==> config.mk <==
export PLATFORM = sky130hd
export DESIGN_NAME = mpmc11_wr_burst_gen
export DESIGN_NICKNAME = d
export VERILOG_FILES = /design/src/rtl/mpmc11_pkg.sv /design/src/rtl/mpmc11_wr_beat_fifo.sv /design/src/rtl/mpmc11_wr_burst_gen.sv
export SDC_FILE = /design/constraint.sdc
export NUM_CORES = 1
export LEC_CHECK = 0
export CELL_PAD_IN_SITES_DETAIL_PLACEMENT = 1
export CELL_PAD_IN_SITES_GLOBAL_PLACEMENT = 1
export CORE_UTILIZATION = 40
export CTS_CLUSTER_SIZE = 10
export DETAILED_ROUTE_END_ITERATION = 8
export GPL_TIMING_DRIVEN = 0
export PLACE_DENSITY_LB_ADDON = 0.1
export SETUP_SLACK_MARGIN = 0.5
export SYNTH_ARGS = -nofsm -noshare
export SYNTH_HDL_FRONTEND = slang
export SYNTH_SLANG_ARGS = --single-unit
==> constraint.sdc <==
create_clock -name clk -period 28.5 [get_ports clk]
set_clock_uncertainty 0.05 [all_clocks]
set_input_delay 4.275 -clock clk [delete_from_list [all_inputs] [get_ports clk]]
set_output_delay 4.275 -clock clk [all_outputs]
set_load 0.02 [all_outputs]
==> src/rtl/mpmc11_pkg.sv <==
// Shared mpmc11 controller types plus the write-burst generator FSM encoding.
package mpmc11_pkg;

    typedef enum logic [3:0] {
        IDLE        = 4'd0,
        ACTIVATE    = 4'd1,
        WRITE_CMD   = 4'd2,
        WRITE_DATA0 = 4'd3,
        WRITE_DATA1 = 4'd4,
        READ_CMD    = 4'd5,
        READ_DATA   = 4'd6,
        PRECHARGE   = 4'd7,
        REFRESH     = 4'd8
    } mpmc11_state_t;

    typedef enum logic [1:0] {
        WB_IDLE = 2'd0,
        WB_SEND = 2'd1,
        WB_FIN  = 2'd2
    } mpmc11_wr_burst_state_t;

    // Depth of the beat fifo; three entries cover the one-cycle buffer read latency.
    localparam int WB_FIFO_DEPTH = 3;

    // Modulo-3 pointer advance for the beat fifo.
    function automatic logic [1:0] wb_ptr_inc(input logic [1:0] p);
        return (p == 2'd2) ? 2'd0 : p + 2'd1;
    endfunction

    // The internal beat count reaches 256 for a full-length burst; the 8-bit
    // port saturates instead of wrapping back to 0.
    function automatic logic [7:0] wb_cnt_sat(input logic [8:0] c);
        return c[8] ? 8'hFF : c[7:0];
    endfunction

endpackage

==> src/rtl/mpmc11_wr_beat_fifo.sv <==
// 3-deep synchronous beat fifo. When empty, an incoming word is presented at
// the head in the same cycle so the first beat needs no extra cycle.
module mpmc11_wr_beat_fifo
    import mpmc11_pkg::*;
#(
    parameter int W = 8
) (
    input  logic         clk,
    input  logic         rst,
    input  logic         flush,
    input  logic         push,
    input  logic [W-1:0] din,
    input  logic         pop,
    output logic [W-1:0] dout,
    output logic         valid,
    output logic [1:0]   count
);

    logic [W-1:0] mem [WB_FIFO_DEPTH];
    logic [1:0]   wr_ptr;
    logic [1:0]   rd_ptr;
    logic         empty;
    logic         store;
    logic         take;

    assign empty = (count == 2'd0);
    // A word pushed and popped in the same cycle while empty never lands in storage.
    assign store = push & ~(pop & empty);
    assign take  = pop & ~empty;
    assign valid = ~empty | push;
    assign dout  = empty ? din : mem[rd_ptr];

    // Pointer and occupancy bookkeeping; flush discards everything.
    always_ff @(posedge clk or posedge rst) begin
        if (rst) begin
            wr_ptr <= 2'd0;
            rd_ptr <= 2'd0;
            count  <= 2'd0;
        end else if (flush) begin
            wr_ptr <= 2'd0;
            rd_ptr <= 2'd0;
            count  <= 2'd0;
        end else begin
            if (store) wr_ptr <= wb_ptr_inc(wr_ptr);
            if (take)  rd_ptr <= wb_ptr_inc(rd_ptr);
            count <= count + {1'b0, store} - {1'b0, take};
        end
    end

    // Entry storage; contents are qualified by count so no reset is needed.
    always_ff @(posedge clk) begin
        if (store && !flush) mem[wr_ptr] <= din;
    end

endmodule

==> src/rtl/mpmc11_wr_burst_gen.sv <==
// Write-side burst generator: reads burst_len+1 beats from the port write
// buffer and streams them onto the app_wdf channel with last-beat and done flags.
module mpmc11_wr_burst_gen
    import mpmc11_pkg::*;
#(
    parameter int WID   = 256,
    parameter int MASKW = WID / 8
) (
    input  logic               clk,
    input  logic               rst,
    input  mpmc11_state_t      state,
    input  logic [7:0]         burst_len,
    output logic               rd_en,
    output logic [7:0]         rd_addr,
    input  logic [WID-1:0]     rd_dat,
    input  logic [MASKW-1:0]   rd_sel,
    input  logic               app_wdf_rdy,
    output logic               app_wdf_wren,
    output logic               app_wdf_end,
    output logic [WID-1:0]     app_wdf_data,
    output logic [MASKW-1:0]   app_wdf_mask,
    output logic [7:0]         burst_cnt,
    output logic               done
);

    localparam int EW = WID + MASKW + 8;

    mpmc11_wr_burst_state_t fsm;
    mpmc11_wr_burst_state_t fsm_nxt;

    logic [7:0]       len_r;
    logic [8:0]       rd_ptr;
    logic             inflight;
    logic [7:0]       rd_idx_p1;
    logic [8:0]       cnt;
    logic             start;
    logic             clr;
    logic             pop;
    logic             fifo_valid;
    logic [1:0]       fifo_count;
    logic [EW-1:0]    head;
    logic [WID-1:0]   head_dat;
    logic [MASKW-1:0] head_sel;
    logic [7:0]       head_idx;

    assign start = (fsm == WB_IDLE) && (state == WRITE_DATA0);
    // Controller IDLE is an abort: everything in flight is dropped.
    assign clr   = start || (state == IDLE);
    assign pop   = app_wdf_wren & app_wdf_rdy;

    assign {head_dat, head_sel, head_idx} = head;

    assign rd_addr      = rd_ptr[7:0];
    assign burst_cnt    = wb_cnt_sat(cnt);
    assign app_wdf_data = app_wdf_wren ? head_dat : '0;
    assign app_wdf_mask = app_wdf_wren ? ~head_sel : '0;

    // Next-state and handshake outputs; credit check uses only registered state.
    always_comb begin
        fsm_nxt      = fsm;
        rd_en        = 1'b0;
        app_wdf_wren = 1'b0;
        app_wdf_end  = 1'b0;
        done         = 1'b0;
        case (fsm)
            WB_IDLE: begin
                if (start) fsm_nxt = WB_SEND;
            end
            WB_SEND: begin
                rd_en = (rd_ptr <= {1'b0, len_r}) &&
                        (({1'b0, fifo_count} + {2'b0, inflight}) < 3'd3);
                app_wdf_wren = fifo_valid;
                app_wdf_end  = fifo_valid && (head_idx == len_r);
                if (state == IDLE)
                    fsm_nxt = WB_IDLE;
                else if (app_wdf_wren && app_wdf_rdy && app_wdf_end)
                    fsm_nxt = WB_FIN;
            end
            WB_FIN: begin
                done    = 1'b1;
                fsm_nxt = WB_IDLE;
            end
            default: fsm_nxt = WB_IDLE;
        endcase
    end

    // FSM state, read pointer, in-flight flag and accepted-beat counter.
    always_ff @(posedge clk or posedge rst) begin
        if (rst) begin
            fsm      <= WB_IDLE;
            len_r    <= 8'd0;
            rd_ptr   <= 9'd0;
            inflight <= 1'b0;
            cnt      <= 9'd0;
        end else begin
            fsm <= fsm_nxt;
            if (start) len_r <= burst_len;
            if (clr) begin
                rd_ptr   <= 9'd0;
                inflight <= 1'b0;
                cnt      <= 9'd0;
            end else begin
                inflight <= rd_en;
                if (rd_en) rd_ptr <= rd_ptr + 9'd1;
                if (pop && (cnt < ({1'b0, len_r} + 9'd1))) cnt <= cnt + 9'd1;
            end
        end
    end

    // Beat index travels one cycle alongside the buffer read.
    always_ff @(posedge clk) begin
        if (rd_en) rd_idx_p1 <= rd_ptr[7:0];
    end

    mpmc11_wr_beat_fifo #(
        .W(EW)
    ) u_fifo (
        .clk   (clk),
        .rst   (rst),
        .flush (clr),
        .push  (inflight),
        .din   ({rd_dat, rd_sel, rd_idx_p1}),
        .pop   (pop),
        .dout  (head),
        .valid (fifo_valid),
        .count (fifo_count)
    );

endmodule
==> results.md, run 1 <==
Global route:
- The overall track demand over capacity in global routing is 0.238.
- The pin count of the biggest net entering global routing is 36.
- The number of global-route vias before repair came to 28600.
- The initial antenna violation count is 20.
- Global routing finished with a remaining overflow of 0.
- The first global-routing pass estimated 178000 µm of wire.

STA:
- For the pin with the worst max-slew slack, the measured transition is 1430 ps.
- After routing, the total negative slack on setup checks comes to 0 ps.
- The final count of hold timing violations is 0.
- The remaining max-slew budget at the tightest pin is 0.0492.
- Timing would allow up to 96.0 MHz.
- The number of pins exceeding their max-slew limit in the final report is 0.
- Setup violations remaining at the end of the flow were counted as 0.
- Dividing the final minimum period by the clock period gives 0.366.
- The clock period minus worst slack is 10420 ps.
- Setup repair after global routing left no endpoint under its margin.
- The smallest hold slack is 462 ps.

Die:
- The initial utilization of the core area, before any placement, comes to 0.406.
- The I/O pin count is 611.
- The die height is 316 µm.
- The die covers 99800 µm².
- The area of the core region is 97100 µm².
- The die span in x is 316 µm.
- The number of standard-cell rows in the floorplan is 114.

Cells and area:
- The fraction of the core area covered by cells at the end of the flow is 0.525.
- The top cell types in the final layout, fill and taps aside, are 896 x sky130_fd_sc_hd__edfxtp_1, 797 x sky130_fd_sc_hd__nand2_1, 610 x sky130_fd_sc_hd__clkdlybuf4s50_1.
- The layout has 9927 filler cells.
- In the final layout, the share of cells above drive strength 1 is 0.0675.
- The area growth from synthesis to layout is 29.5%.
- The post-layout instance area is 51000 µm².
- At the end of the flow, the number of nets in the layout was 4213.
- Leaving out fill and tap cells, the most frequent cell in the layout is sky130_fd_sc_hd__edfxtp_1.

Synth:
- A synthesized cell averages 12.7 µm².
- The fraction of the yosys area taken by sequential cells is 0.705.
- Counting flops with an async set or reset pin after synthesis yields a share of 0.0376.
- The gate count of the mapped netlist is 3096.
- During synthesis, Yosys emitted a total of 0 warnings.
- Counting flops and latches in the post-synthesis netlist gives 931.
- The number of library cell types mapped by synthesis is 54.
- The synthesized area is 39400 µm².
- The number of enable-type register cells in the synthesized netlist is 896.
- The top flip-flop cell by instance count after synthesis is sky130_fd_sc_hd__edfxtp_1.
- The synthesized net count is 3422.

Setup path:
- The type of origin of the critical path is a primary input.
- The critical path is of the primary input to output port type.
- The setup slack of the worst register-to-register path is 24860 ps.
- At the worst endpoint, the required time is 24180 ps.
- The type of destination of the critical path is an output port.
- At the worst endpoint, the arrival time is 6090 ps.
- Along the worst path, the maximum fanout reaches 4.

Drt:
- The count of nets left with antenna violations after detail routing is 0.
- The total number of vias is 27500.
- The count of TritonRoute iterations in the first routing pass is 5.
- The routed wirelength normalized by instance count is 23.3 µm.
- In this run, the number of DRC markers left after iteration 0 of detailed routing was 1766.
- Wires add up to 121000 µm.
- The post-detailed-route via-to-cell ratio is 5.27.
- In the routed design, unresolved DRC markers number 0.

Pwr:
- Power spread over the standard cell area amounts to 108 nW/µm².
- The completed layout was analyzed and its total power is 5.51 mW.
- The worst-case IR drop observed on VDD is 0.0545 mV.
- For this design the static power due to leakage is 17.3 nW.

Placed design:
- The number of buffers inserted by port buffering is 610.
- After detailed placement, the total cell area comes to 48200 µm².
- The HPWL after detailed placement is 87100 µm.
- The global placement routability congestion is 0.790.

Outcome:
- The flow ran to the end, and the final reports show no timing, DRC or antenna violations.

Clock network:
- The CTS sink count is 931.
- After clock tree synthesis, the clock-pin slew on the worst setup and hold paths is 60 ps.
- The maximum buffer depth of the clock tree is 3.
- Post-CTS repair changed the size of 0 cells.
- The clock root buffer is sky130_fd_sc_hd__clkbuf_16.
- In this run, CTS created clock tree buffers numbering 105.
- The hold buffer count at CTS is 0.
- The clock tree synthesis step divided the H-tree into 3 levels.
- TritonCTS built the clock tree.
- Clock latency on the worst-skew pair, taken at its later pin, is 670 ps.
- The buffer count from post-CTS setup fixing is 0.

Worst hold path:
- The tightest min-delay check is of the flip-flop to flip-flop type.

Flow run:
- The count of max-cap constraint violations is 0.
## sequential cells by signal (all words and copies together) (netlist names)
register / count
len_r: 8
rd_idx_p1: 8
u_fifo.count: 2
inflight: 1
rd_ptr: 9
u_fifo.rd_ptr: 2
u_fifo.wr_ptr: 2
u_fifo.mem: 888
fsm: 2
cnt: 9
## path summary, 6_finish.rpt
path | startpoint | to | cells after the start
worst max-delay path | rd_dat[10] | app_wdf_data[10] | 4
max in group asynchronous | rst | len_r[0] | 2
worst min-delay path | rd_ptr[8] | rd_ptr[8] | 2
worst min register to register | rd_ptr[8] | rd_ptr[8] | 2
worst max register to register | u_fifo.count[1] | u_fifo.mem[0][200] | 14
min in group asynchronous | rst | cnt[0] | 2
## worst max-delay path, cell delays in order
cell and delay, ps:
sky130_fd_sc_hd__clkdlybuf4s50_1 610, sky130_fd_sc_hd__nand2_1 80, sky130_fd_sc_hd__a21oi_1 420, sky130_fd_sc_hd__clkdlybuf4s50_1 700
## where the power goes
group / switching, mW / internal, mW
combinational: 1.59 / 0.895
sequential: 0.0800 / 1.77
clock: 0.513 / 0.669
total: 2.18 / 3.33
## cell families (layout without fill, tap and decap cells)
kind of cell,Yosys count,after routing,synth area share
fa+ha+maj,23,23,0.00730
xor+xnor,19,19,0.00422
buf+inv,225,1055,0.0237
other cells,0,9,0
flops,931,931,0.705
simple gates,957,957,0.0960
mux,311,311,0.0795
compound gates,630,630,0.0843
## stage by stage
stage | setup slack [ps] | cells
after global placement | -13800 | 4982
after floorplan | 2440 | 3096
after detailed placement | 18060 | 5056
final | 18080 | 5211
after global routing | 18030 | 5208
after CTS | 18040 | 5202
## per-layer routing
metal	track usage	vias up	wire [µm]
met3	0.0417	173	6450
met1	0.296	13800	49600
li1	-	12800	-
met2	0.424	701	62600
met4	0.0670	16	2660
met5	0	-	99
## cell type report
class | count | area, µm² | area share
sequential | 931 | 27800 | 0.544
multi-input combinational | 1940 | 10700 | 0.210
timing repair buffer | 684 | 7120 | 0.139
clock buffer | 131 | 2760 | 0.0540
tap | 1276 | 1600 | 0.0313
buffer | 209 | 878 | 0.0172
clock inverter | 15 | 110 | 0.00216
inverter | 16 | 60.1 | 0.00118
antenna | 9 | 22.5 | 0.000441
## synthesized netlist by cell type, drive strengths merged (2+ instances only)
cell	n	area (µm²)
nand2b	3	18.8
nor2	84	315
nor2b	5	31.3
nor3	10	55.1
buf	63	328
and4	2	17.5
o31ai	5	37.5
ha	23	288
and3	6	37.5
dfrtp	35	876
o21a	4	30.0
o211a	2	20.0
or3	4	25.0
or2	9	56.3
nand2	797	2990
o211ai	3	27.5
xor2	9	78.8
inv	16	60.1
nand4	12	75.1
a211oi	32	240
edfxtp	896	26900
a21oi	306	1530
nor4	2	12.5
and2	4	25.0
o21ai	267	1340
mux2	14	161
a21o	2	15.0
clkbuf	146	548
nand3	11	55.1
mux2i	297	2970
or4	4	30.0
xnor2	10	87.6
No activity file was read; power rests on OpenSTA's default activity.
==> inputs of run 2 (changes only) <==
- clock period: 28.5 -> 8.88 ns (I/O delays scaled with it)
==> run 2 against run 1 <==
  * Final cell count hardly changed
  * Largest cell class unchanged
  * Via count hardly changed
  * Clock-buffer cell count is 14 higher
  * First-iteration DRC count is 8.6% lower
  * Sequential share of layout area is 0.28 points lower
  * Combinational power grew to 3.2 times the previous value
  * Global-route usage is 0.098 points lower
  * Utilization is 0.27 points higher
  * Clock power grew to 3.3 times the previous value
  * Setup slack worse by 15000 ps
  * Die area stayed put
==> results.md, run 2 (synthesis results as in run 1) <==
Outcome:
- The flow ran to the end, and the final reports show no timing, DRC or antenna violations.

Clock network:
- The clock insertion delay at the later pin of the skew report came to 670 ps (about the same).
- The count of cells resized by post-cts repair is 0 (unchanged).
- The number of buffers created by CTS was 107 (+1.9%).
- The clock root buffer is sky130_fd_sc_hd__clkbuf_16.
- The maximum buffer depth of the clock tree is 3 (unchanged).
- The number of levels the H-tree was split into came to 3 (unchanged).
- The CTS sink count was 931 (unchanged).
- The hold buffer count at CTS is 0 (unchanged).
- The clock-pin slew on the worst setup and hold paths is 60 ps (about the same).
- The CTS tree is yes.
- The buffer count from post-CTS setup fixing is 0 (unchanged).

Setup path:
- The category of the most critical setup path is flip-flop to output port.
- The largest fanout of any net on the critical path was 10 (+6).
- STA classifies the critical path startpoint as a flip-flop.
- In this run the critical register-to-register path is launched from u_fifo.count[1].
- The endpoint required time on the critical path came to 7500 ps (-16680 ps).
- The arrival time of the worst setup path was 4570 ps (-1520 ps).
- The number of cells traversed by the worst register-to-register path is 14 (unchanged).
- The setup slack of the worst register-to-register path is 5110 ps (-19750 ps).
- The capturing point of the worst reg2reg path is u_fifo.mem[0][207].
- The type of destination of the critical path is an output port.
- The first element of the critical path is u_fifo.count[0].

STA:
- The slack of the critical path was 2930 ps (-15150 ps).
- The number of pins exceeding their max-slew limit in the final report is 0 (unchanged).
- The final count of hold timing violations is 0 (unchanged).
- The remaining max-slew budget at the tightest pin is 0.0756 (+0.0264).
- In the finished design, the share of the clock period the worst path needs comes to 0.670.
- The total of endpoints with negative setup slack in the final report is 0 (unchanged).
- Setup repair after global routing left no endpoint under its margin.
- The maximum operating frequency is 168 MHz.
- The routed design could run at a clock period as short as 5950 ps.
- The slew at the pin closest to its max-slew limit is 1390 ps (-39.7 ps).
- The total negative slack is 0 ps (unchanged).

Drt:
- The total number of vias is 27500 (+0.080%).
- The residual DRC count is 0 (unchanged).
- The DRC marker count from the first detailed-route iteration was 1615 (-8.6%).
- The count of TritonRoute iterations in the first routing pass came to 5 (unchanged).
- The post-detailed-route via-to-cell ratio came to 5.27 (about the same).
- The count of nets left with antenna violations after detail routing is 0 (unchanged).
- The routed wirelength normalized by instance count is 23.2 µm (-0.60%).
- The total length of routed wires came to 121000 µm (-0.55%).

Die:
- The die area is 99800 µm² (unchanged).
- The number of standard-cell rows in the floorplan is 114 (unchanged).
- The I/O pin count was 611 (unchanged).
- The die height came to 316 µm (unchanged).
- The area of the core region is 97100 µm² (unchanged).
- The die span in x is 316 µm (unchanged).
- The initial cell density of the core is 0.406 (unchanged).

Pwr:
- The sequential cell fraction of total power is 0.334 (about the same).
- The switching power as a share of total power is 0.391 (-0.00446).
- The design internal power is 10.8 mW (+220%).
- The leakage power of the design is 17.4 nW (+0.35%).
- The part of the total power dissipated in combinational logic is 0.447 (-0.003).
- The clock network fraction of total power is 0.219 (+0.005).
- The total power divided by cell area is 346 nW/µm² (+220%).
- The maximum VDD drop came to 0.181 mV (+230%).
- The total power is 17.8 mW (+220%).
- The switching power is 6.95 mW (+220%).

Cells and area:
- The number of nets in the final layout is 4204 (-0.21%).
- The relative area change from synthesis to final layout is 30.2%.
- The fraction of layout instances using a drive strength above 1 is 0.0650 (-0.00253).
- u_fifo.mem holds more flip-flops than any other register.
- The largest registers in the layout are u_fifo.mem (888), cnt (9), rd_ptr (9).
- The top cell types in the final layout, fill and taps aside, are 896 x sky130_fd_sc_hd__edfxtp_1, 797 x sky130_fd_sc_hd__nand2_1, 610 x sky130_fd_sc_hd__clkdlybuf4s50_1.
- The most frequent standard cell in the layout excluding fill and tap cells is sky130_fd_sc_hd__edfxtp_1.
- The number of flip-flops under the largest register name is 888 (unchanged).
- The number of non-filler instances in the completed layout is 5214 (+0.058%).

Placed design:
- The number of buffers inserted by port buffering is 610 (unchanged).
- The placed wire-length estimate after detailed placement is 86100 µm (-1.2%).
- The placed instance count is 5045 (-0.22%).
- The global placement routability congestion is 0.797 (+0.86%).
- The worst slack at placement was 3720 ps (-14340 ps).

Worst hold path:
- In this run the most critical hold path is launched from rd_ptr[8].
- The number of cells traversed by the worst hold path is 2 (unchanged).
- The worst hold path terminates at rd_ptr[8].
- The class of the tightest hold or removal check is flip-flop to flip-flop.

Global route:
- The remaining global-route overflow is 0 (unchanged).
- The number of global-route vias before repair came to 28500 (-0.025%).
- The initial antenna violation count came to 26 (+30%).
- The overall track demand over capacity in global routing is 0.237 (-0.000976).
- The first-pass GRT wire length is 176000 µm (-0.61%).
- The pin count of the biggest net entering global routing is 36 (unchanged).

Flow run:
- The count of max-cap constraint violations was 0 (unchanged).
[run 2: how the worst max path moves through the flow]
stage | end | slack, ps | cells after the start
CTS | app_wdf_data[131] | 2960 | 7
finish | app_wdf_data[132] | 2930 | 7
detailed placement | app_wdf_data[132] | 3720 | 7
global route | app_wdf_data[132] | 2720 | 7
global placement | u_fifo.mem[0][204] | -10520 | 4
floorplan | u_fifo.mem[0][0] | -2640 | 4
[run 2: critical path: stages (launching register included)]
cell                              delay, ps
sky130_fd_sc_hd__dfrtp_1                400
sky130_fd_sc_hd__or2_0                  220
sky130_fd_sc_hd__buf_4                  170
sky130_fd_sc_hd__o21ai_2                780
sky130_fd_sc_hd__clkbuf_1              1040
sky130_fd_sc_hd__clkbuf_1               510
sky130_fd_sc_hd__a21oi_1                100
sky130_fd_sc_hd__clkdlybuf4s50_1        650
[run 2: layout make-up]
cell class                      count  area, µm²
Antenna cell                       13       32.5
Buffer                            209        877
Clock buffer                      145       2880
Inverter                           16       60.1
Clock inverter                     11       83.8
Sequential cell                   931      27800
Timing Repair Buffer              673       7260
Tap cell                         1276       1600
Multi-Input combinational cell   1940      10700
Fill cell                        9964      45800
[run 2: layer usage]
metal	routed length, µm	share of wire	vias to the layer above	track usage
met5	156	0.0013	-	0
met4	3750	0.031	26	0.0808
met3	6770	0.056	209	0.0508
met2	60900	0.50	650	0.410
met1	49200	0.41	13800	0.293
li1	-	-	12800	-
[run 2: power by group through the flow]
stage / Combinational, mW / Sequential [mW] / Clock, mW
2_1_floorplan: 4.39 / 6.16 / 0
3_3_place_gp: 7.66 / 6.41 / 0
3_5_place_dp: 8.01 / 6.02 / 0
4_1_cts: 8.08 / 5.94 / 3.97
5_1_grt: 8.62 / 5.99 / 4.12
6_report: 7.95 / 5.94 / 3.88
[run 2: stage by stage]
stage,hold WS (ps),utilization,area (µm²)
after global placement,455,0.485,47100
final,480,0.528,51300
after floorplan,413,-,39400
after global routing,515,0.528,51300
after detailed placement,462,0.497,48300
after CTS,476,0.528,51300
